--- src/rtl/burst_toggle_gen_if.sv ---
// Bundle of control and status signals for burst_toggle_gen.
// The master side issues per-channel requests and configuration.
// The slave side (the generator) returns the toggle outputs and status.
interface burst_toggle_gen_if #(
  parameter int CH    = 4,
  parameter int HP_W  = 8,
  parameter int REP_W = 8
);

  // Per-channel requests and configuration, packed channel by channel
  logic [CH-1:0]       start;
  logic [CH-1:0]       abort;
  logic [CH-1:0]       mode;
  logic [CH*HP_W-1:0]  half_p;
  logic [CH*REP_W-1:0] reps;

  // Per-channel generated outputs and status
  logic [CH-1:0]       tgl_out;
  logic [CH-1:0]       busy;
  logic [CH-1:0]       done;

  modport master (
    output start, abort, mode, half_p, reps,
    input  tgl_out, busy, done
  );

  modport slave (
    input  start, abort, mode, half_p, reps,
    output tgl_out, busy, done
  );

endinterface

--- src/rtl/burst_toggle_gen.sv ---
// Multi-channel toggle / pulse-train generator.
// Each channel inverts its output every H cycles of clk, either for a fixed
// number of toggles (burst, mode=0) or until aborted (continuous, mode=1).
// Configuration is captured on the accepted start edge and held for the run.
// All outputs come straight from flops: no input reaches an output
// combinationally.
module burst_toggle_gen #(
  parameter int            CH       = 4,
  parameter int            HP_W     = 8,
  parameter int            REP_W    = 8,
  parameter logic [CH-1:0] INIT_LVL = '0
) (
  input  logic              clk,
  input  logic              rst,
  burst_toggle_gen_if.slave bus
);

  typedef enum logic {
    IDLE = 1'b0,
    RUN  = 1'b1
  } state_t;

  // Per-channel state, current (_q) and next (_d)
  state_t                     state_q [CH];
  state_t                     state_d [CH];
  logic [CH-1:0]              mode_q,  mode_d;
  logic [CH-1:0][HP_W-1:0]    hp_q,    hp_d;
  logic [CH-1:0][HP_W-1:0]    cnt_q,   cnt_d;
  logic [CH-1:0][REP_W-1:0]   rem_q,   rem_d;
  logic [CH-1:0]              tgl_q,   tgl_d;
  logic [CH-1:0]              busy_q,  busy_d;
  logic [CH-1:0]              done_q,  done_d;

  // Unpacked views of the flat configuration buses
  logic [CH-1:0][HP_W-1:0]    hp_in;
  logic [CH-1:0][REP_W-1:0]   reps_in;

  for (genvar g = 0; g < CH; g++) begin : g_slice
    assign hp_in[g]   = bus.half_p[g*HP_W +: HP_W];
    assign reps_in[g] = bus.reps[g*REP_W +: REP_W];
  end

  // Next-state and next-output logic for every channel
  always_comb begin
    for (int i = 0; i < CH; i++) begin
      // NOTE: every variable gets its hold value first, so no path through
      // the case below can leave one unassigned and infer a latch.
      state_d[i] = state_q[i];
      mode_d[i]  = mode_q[i];
      hp_d[i]    = hp_q[i];
      cnt_d[i]   = cnt_q[i];
      rem_d[i]   = rem_q[i];
      tgl_d[i]   = tgl_q[i];
      busy_d[i]  = busy_q[i];
      done_d[i]  = 1'b0;

      case (state_q[i])
        IDLE: begin
          // abort beats start; abort on its own does nothing in IDLE
          if (bus.start[i] && !bus.abort[i]) begin
            if (!bus.mode[i] && (reps_in[i] == '0)) begin
              // Zero-length burst: no run, just report completion
              done_d[i] = 1'b1;
            end else begin
              state_d[i] = RUN;
              busy_d[i]  = 1'b1;
              cnt_d[i]   = '0;
              mode_d[i]  = bus.mode[i];
              hp_d[i]    = (hp_in[i] == '0) ? HP_W'(1) : hp_in[i];
              rem_d[i]   = reps_in[i];
            end
          end
        end

        RUN: begin
          if (bus.abort[i]) begin
            // Abort also wins over a toggle due on this same edge
            state_d[i] = IDLE;
            busy_d[i]  = 1'b0;
            tgl_d[i]   = INIT_LVL[i];
            cnt_d[i]   = '0;
          end else if (cnt_q[i] == hp_q[i] - HP_W'(1)) begin
            tgl_d[i] = ~tgl_q[i];
            cnt_d[i] = '0;
            if (!mode_q[i]) begin
              rem_d[i] = rem_q[i] - REP_W'(1);
              if (rem_q[i] == REP_W'(1)) begin
                // Final toggle of the burst: output keeps its new level
                state_d[i] = IDLE;
                busy_d[i]  = 1'b0;
                done_d[i]  = 1'b1;
              end
            end
          end else begin
            cnt_d[i] = cnt_q[i] + HP_W'(1);
          end
        end

        default: begin
          state_d[i] = IDLE;
          busy_d[i]  = 1'b0;
        end
      endcase
    end
  end

  // State and output registers, asynchronously reset to the idle values
  always_ff @(posedge clk or posedge rst) begin
    if (rst) begin
      for (int i = 0; i < CH; i++) begin
        state_q[i] <= IDLE;
      end
      mode_q <= '0;
      hp_q   <= '0;
      cnt_q  <= '0;
      rem_q  <= '0;
      tgl_q  <= INIT_LVL;
      busy_q <= '0;
      done_q <= '0;
    end else begin
      // NOTE: non-blocking assignments so every flop samples the values
      // from before this edge, independent of statement order.
      for (int i = 0; i < CH; i++) begin
        state_q[i] <= state_d[i];
      end
      mode_q <= mode_d;
      hp_q   <= hp_d;
      cnt_q  <= cnt_d;
      rem_q  <= rem_d;
      tgl_q  <= tgl_d;
      busy_q <= busy_d;
      done_q <= done_d;
    end
  end

  assign bus.tgl_out = tgl_q;
  assign bus.busy    = busy_q;
  assign bus.done    = done_q;

endmodule

--- src/flat_wrapper.sv ---
// flat-port wrapper written by rule: the top's interface ports become plain ports
module burst_toggle_gen_flat 
#(
  parameter int            CH       = 4,
  parameter int            HP_W     = 8,
  parameter int            REP_W    = 8,
  parameter logic [CH-1:0] INIT_LVL = '0
)
  (clk, rst, bus_start, bus_abort, bus_mode, bus_half_p, bus_reps, bus_tgl_out, bus_busy, bus_done);
  burst_toggle_gen_if #(.CH(CH), .HP_W(HP_W), .REP_W(REP_W)) bus_i ();
  input  logic clk;
  input  logic rst;
  input wire logic [$bits(bus_i.start)-1:0] bus_start;
  input wire logic [$bits(bus_i.abort)-1:0] bus_abort;
  input wire logic [$bits(bus_i.mode)-1:0] bus_mode;
  input wire logic [$bits(bus_i.half_p)-1:0] bus_half_p;
  input wire logic [$bits(bus_i.reps)-1:0] bus_reps;
  output wire logic [$bits(bus_i.tgl_out)-1:0] bus_tgl_out;
  output wire logic [$bits(bus_i.busy)-1:0] bus_busy;
  output wire logic [$bits(bus_i.done)-1:0] bus_done;
  assign bus_i.start = bus_start;
  assign bus_i.abort = bus_abort;
  assign bus_i.mode = bus_mode;
  assign bus_i.half_p = bus_half_p;
  assign bus_i.reps = bus_reps;
  assign bus_tgl_out = bus_i.tgl_out;
  assign bus_busy = bus_i.busy;
  assign bus_done = bus_i.done;
  burst_toggle_gen #(.CH(CH), .HP_W(HP_W), .REP_W(REP_W), .INIT_LVL(INIT_LVL)) u_core (.clk(clk), .rst(rst), .bus(bus_i));
endmodule
--- config.mk ---
export PLATFORM = sky130hd
export DESIGN_NAME = burst_toggle_gen_flat
export DESIGN_NICKNAME = d
export VERILOG_FILES = /design/src/rtl/burst_toggle_gen_if.sv /design/src/rtl/burst_toggle_gen.sv /design/src/flat_wrapper.sv
export SDC_FILE = /design/constraint.sdc
export NUM_CORES = 1
export LEC_CHECK = 0
export CORE_MARGIN = 5
export CORE_UTILIZATION = 45
export CTS_BUF_LIST = sky130_fd_sc_hd__clkbuf_16
export DETAILED_ROUTE_END_ITERATION = 7
export GPL_TIMING_DRIVEN = 1
export PLACE_DENSITY = 0.64
export SLEW_MARGIN = 25
export SYNTH_ARGS = -nofsm -noshare
export SYNTH_HDL_FRONTEND = slang
export SYNTH_SLANG_ARGS = --single-unit
--- constraint.sdc ---
create_clock -name clk -period 3.8 [get_ports clk]
set_input_delay 0.38 -clock clk [delete_from_list [all_inputs] [get_ports clk]]
set_output_delay 0.38 -clock clk [all_outputs]
set_load 0.01 [all_outputs]
==> impl_metrics.py <==
metrics = {
    "run_status": {
        "status": "finished, final reports clean",
    },
    "cts": {
        "cts.sinks": 116,
        "cts_root_buf": "clkbuf_16",
        "post_cts_resized": 0,
        "insertion_delay_ns": 0.42,
        "postCtsSetupBuffers": 0,
        "cts_tree": "built",
        "clkTransAtPathRegs_ns": 0.05,
        "ctsHoldBuffers": 0,
        "cts_buffers": 17,
        "h-tree-depth": 4,
        "cts.path.max_buffers": 2,
    },
    "placement": {
        "dp_slack_ns": 1.03,
        "io_buffers": 89,
        "hpwlAfterDp_um": 12100,
        "placed_area_um2": 8270,
        "gp_congestion": 0.853,
    },
    "timing": {
        "max_slew.worst_pin.slew_ns": 0.836,
        "finalSetupViolations": 0,
        "finalCritPeriodShare_pct": 74.2,
        "rsz0062_at_grt": "false",
        "hold_violations": 0,
        "period_needed_ns": 2.82,
        "drv_slew": 0,
        "fin_ws_ns": 0.981,
        "fmax_mhz": 355,
        "slew_headroom_pct": 43.8,
        "tns_ns": 0,
        "finalClockSkew_ns": 0.00665,
    },
    "detailed_routing": {
        "highest_layer": "met4",
        "drt_iter0_markers": 434,
        "firstDrtPassIters": 5,
        "post-route-drc-count": 0,
        "drt-total-wl_um": 17200,
        "wire_per_inst_um": 15.0,
        "vias": 6375,
        "postRouteAntennaNets": 0,
        "met1Wirelength_um": 8310,
        "viasPerCell": 5.56,
        "dr_wl_met3_um": 856,
        "met2WireLength_um": 7880,
    },
    "global_routing": {
        "antenna_found_initial": 0,
        "track_usage_pct": 19.1,
        "grt_overflow": 0,
        "grt_max_degree": 48,
        "grt_pass1_vias": 6101,
        "grt_pass1_wl_um": 29200,
    },
    "critical_path": {
        "cp-start-kind": "flip-flop",
        "crit_end": "u_core.bus.busy[3]",
        "r2r_cells": 9,
        "crit_required_ns": 4.10,
        "endpoint_kind": "flip-flop",
        "worstSetupPathType": "flip-flop to flip-flop",
        "crit_arrival_ns": 3.12,
        "reg2reg_from": "u_core.hp_q[24]",
        "timing.critical_path.from": "u_core.hp_q[24]",
        "cp_max_fo": 19,
        "rrSetupSlack_ns": 0.98,
        "r2r-end": "u_core.bus.busy[3]",
    },
    "logic_synthesis": {
        "yosys-top-cells-area": "dfrtp_1, nand2_1, o21ai_0, xor2_1, nor2_1",
        "synth_edf_count": 0,
        "synthFlopType": "dfrtp_1",
        "yosys-top-cells-count": "nand2_1, dfrtp_1, nor2_1",
        "avgSynthCellArea_um2": 8.66,
        "synth.distinct_cells": 81,
        "synthArstFlopShare_pct": 100,
        "ys_seq_area_share_pct": 40.1,
        "synth_most_common_cell": "nand2_1",
        "synthesis.nets": 930,
        "syn-instance-count": 836,
        "yosysWarnings": 0,
        "synth_area_leader_cell": "dfrtp_1",
        "synthesis.area_um2": 7240,
        "synth_top_area_share_pct": 40.1,
        "ys_seq_elements": 116,
    },
    "die": {
        "core_area_um2": 15800,
        "die_x_um": 137,
        "io_pins": 90,
        "die_area_um2": 18700,
        "start_util_pct": 45.7,
        "rows": 46,
        "die-height_um": 137,
    },
    "cells_and_area": {
        "fin_area_um2": 8890,
        "area_growth_pct": 22.9,
        "diodes": 0,
        "layout-drive-gt1-share_pct": 7.41,
        "fin_nets": 1012,
    },
    "hold_path": {
        "hp-class": "input port to async pin",
    },
    "power_and_ir_drop": {
        "total_power_mw": 4.48,
        "p_leak_nw": 3.81,
        "irDropWorstVdd_v": 0.000376,
        "powerDensity_nw_per_um2": 504,
    },
    "run": {
        "drv_cap": 0,
    },
}
==> cell usage in the layout (no fill, tap or decap), types with 7 or more instances in the layout <==
master and count:
a22o_1 7, inv_1 31, clkbuf_16 17, dfrtp_1 116
o22ai_1 11, nor4_1 14, a21o_1 8, a31oi_1 9
nand2b_1 11, clkdlybuf4s50_1 89, and3_1 7, nand3_1 34
mux2i_1 8, xnor2_1 18, nand4_1 15, nor2b_1 11
a21oi_1 32, nor3_1 27, o21ai_0 54, nor2_1 62
nand2_1 152, or4_1 8, xor2_1 27, ha_1 16
==> cell type report <==
cell class                 count  area [um^2]
clock buffer                  17          425
sequential                   116         2900
tap                          216          270
fill                        1452         6940
timing repair buffer          93          933
inverter                      34          130
clock inverter                15          189
multi-input combinational    656         4040
==> per-layer routing <==
layer	vias up	global-route usage, %
met1	3023	26.6
met3	19	3.93
li1	3189	-
met2	144	29.8
met5	-	0
met4	0	6.54
==> worst min path at each step <==
stage / from / to / slack [ns] / cells after the start
finish: rst / u_core.cnt_q[2] / 0.40 / 2
global route: rst / u_core.hp_q[1] / 0.47 / 2
CTS: rst / u_core.rem_q[5] / 0.42 / 2
detailed placement: u_core.mode_q[1] / u_core.mode_q[1] / 0.47 / 2
global placement: u_core.mode_q[1] / u_core.mode_q[1] / 0.46 / 2
floorplan: bus_abort[2] / u_core.bus.done[2] / 0.44 / 1
==> where the power goes <==
| group | total [mW] | internal (mW) | switching, mW |
|---|---|---|---|
| combinational | 1.07 | 0.499 | 0.573 |
| clock | 1.68 | 1.09 | 0.595 |
| sequential | 1.72 | 1.45 | 0.278 |
| total | 4.48 | 3.03 | 1.45 |
==> registers in the layout (all words and copies together), names as in the netlist <==
| signal | flops |
|---|---|
| u_core.bus.busy | 4 |
| u_core.bus.done | 4 |
| u_core.bus.tgl_out | 4 |
| u_core.cnt_q | 32 |
| u_core.hp_q | 32 |
| u_core.mode_q | 4 |
| u_core.rem_q | 32 |
| u_core.state_q | 4 |
==> metrics by stage <==
step | utilization, % | hold slack [ns] | instances
CTS | 56.1 | 0.415 | 1147
global placement | 52.2 | 0.465 | 1115
global route | 56.2 | 0.467 | 1147
detailed placement | 52.2 | 0.472 | 1115
floorplan | - | 0.443 | 836
finish | 56.2 | 0.398 | 1147
==> cells by family (layout without fill, tap and decap cells) <==
logic type / count (synthesis) / in the layout / share of synthesized area (%)
AND/OR/NAND/NOR: 397 / 397 / 28.0
AO/OA/AOI/OAI: 190 / 190 / 18.3
flip-flops: 116 / 116 / 40.1
buffers and inverters: 64 / 159 / 4.22
XOR/XNOR: 45 / 45 / 5.45
adder cells (fa/ha/maj): 16 / 16 / 2.77
multiplexers: 8 / 8 / 1.11
==> worst max-delay path: stages, from the launching register on <==
cell      delay [ns]
dfrtp_1         0.40
inv_1           0.09
ha_1            0.20
nor3b_1         0.29
nand2_1         0.11
xnor2_1         0.14
a211oi_2        0.27
and2_1          0.63
nand4_2         0.20
a221o_1         0.37
Power figures use the tool's default switching activity.
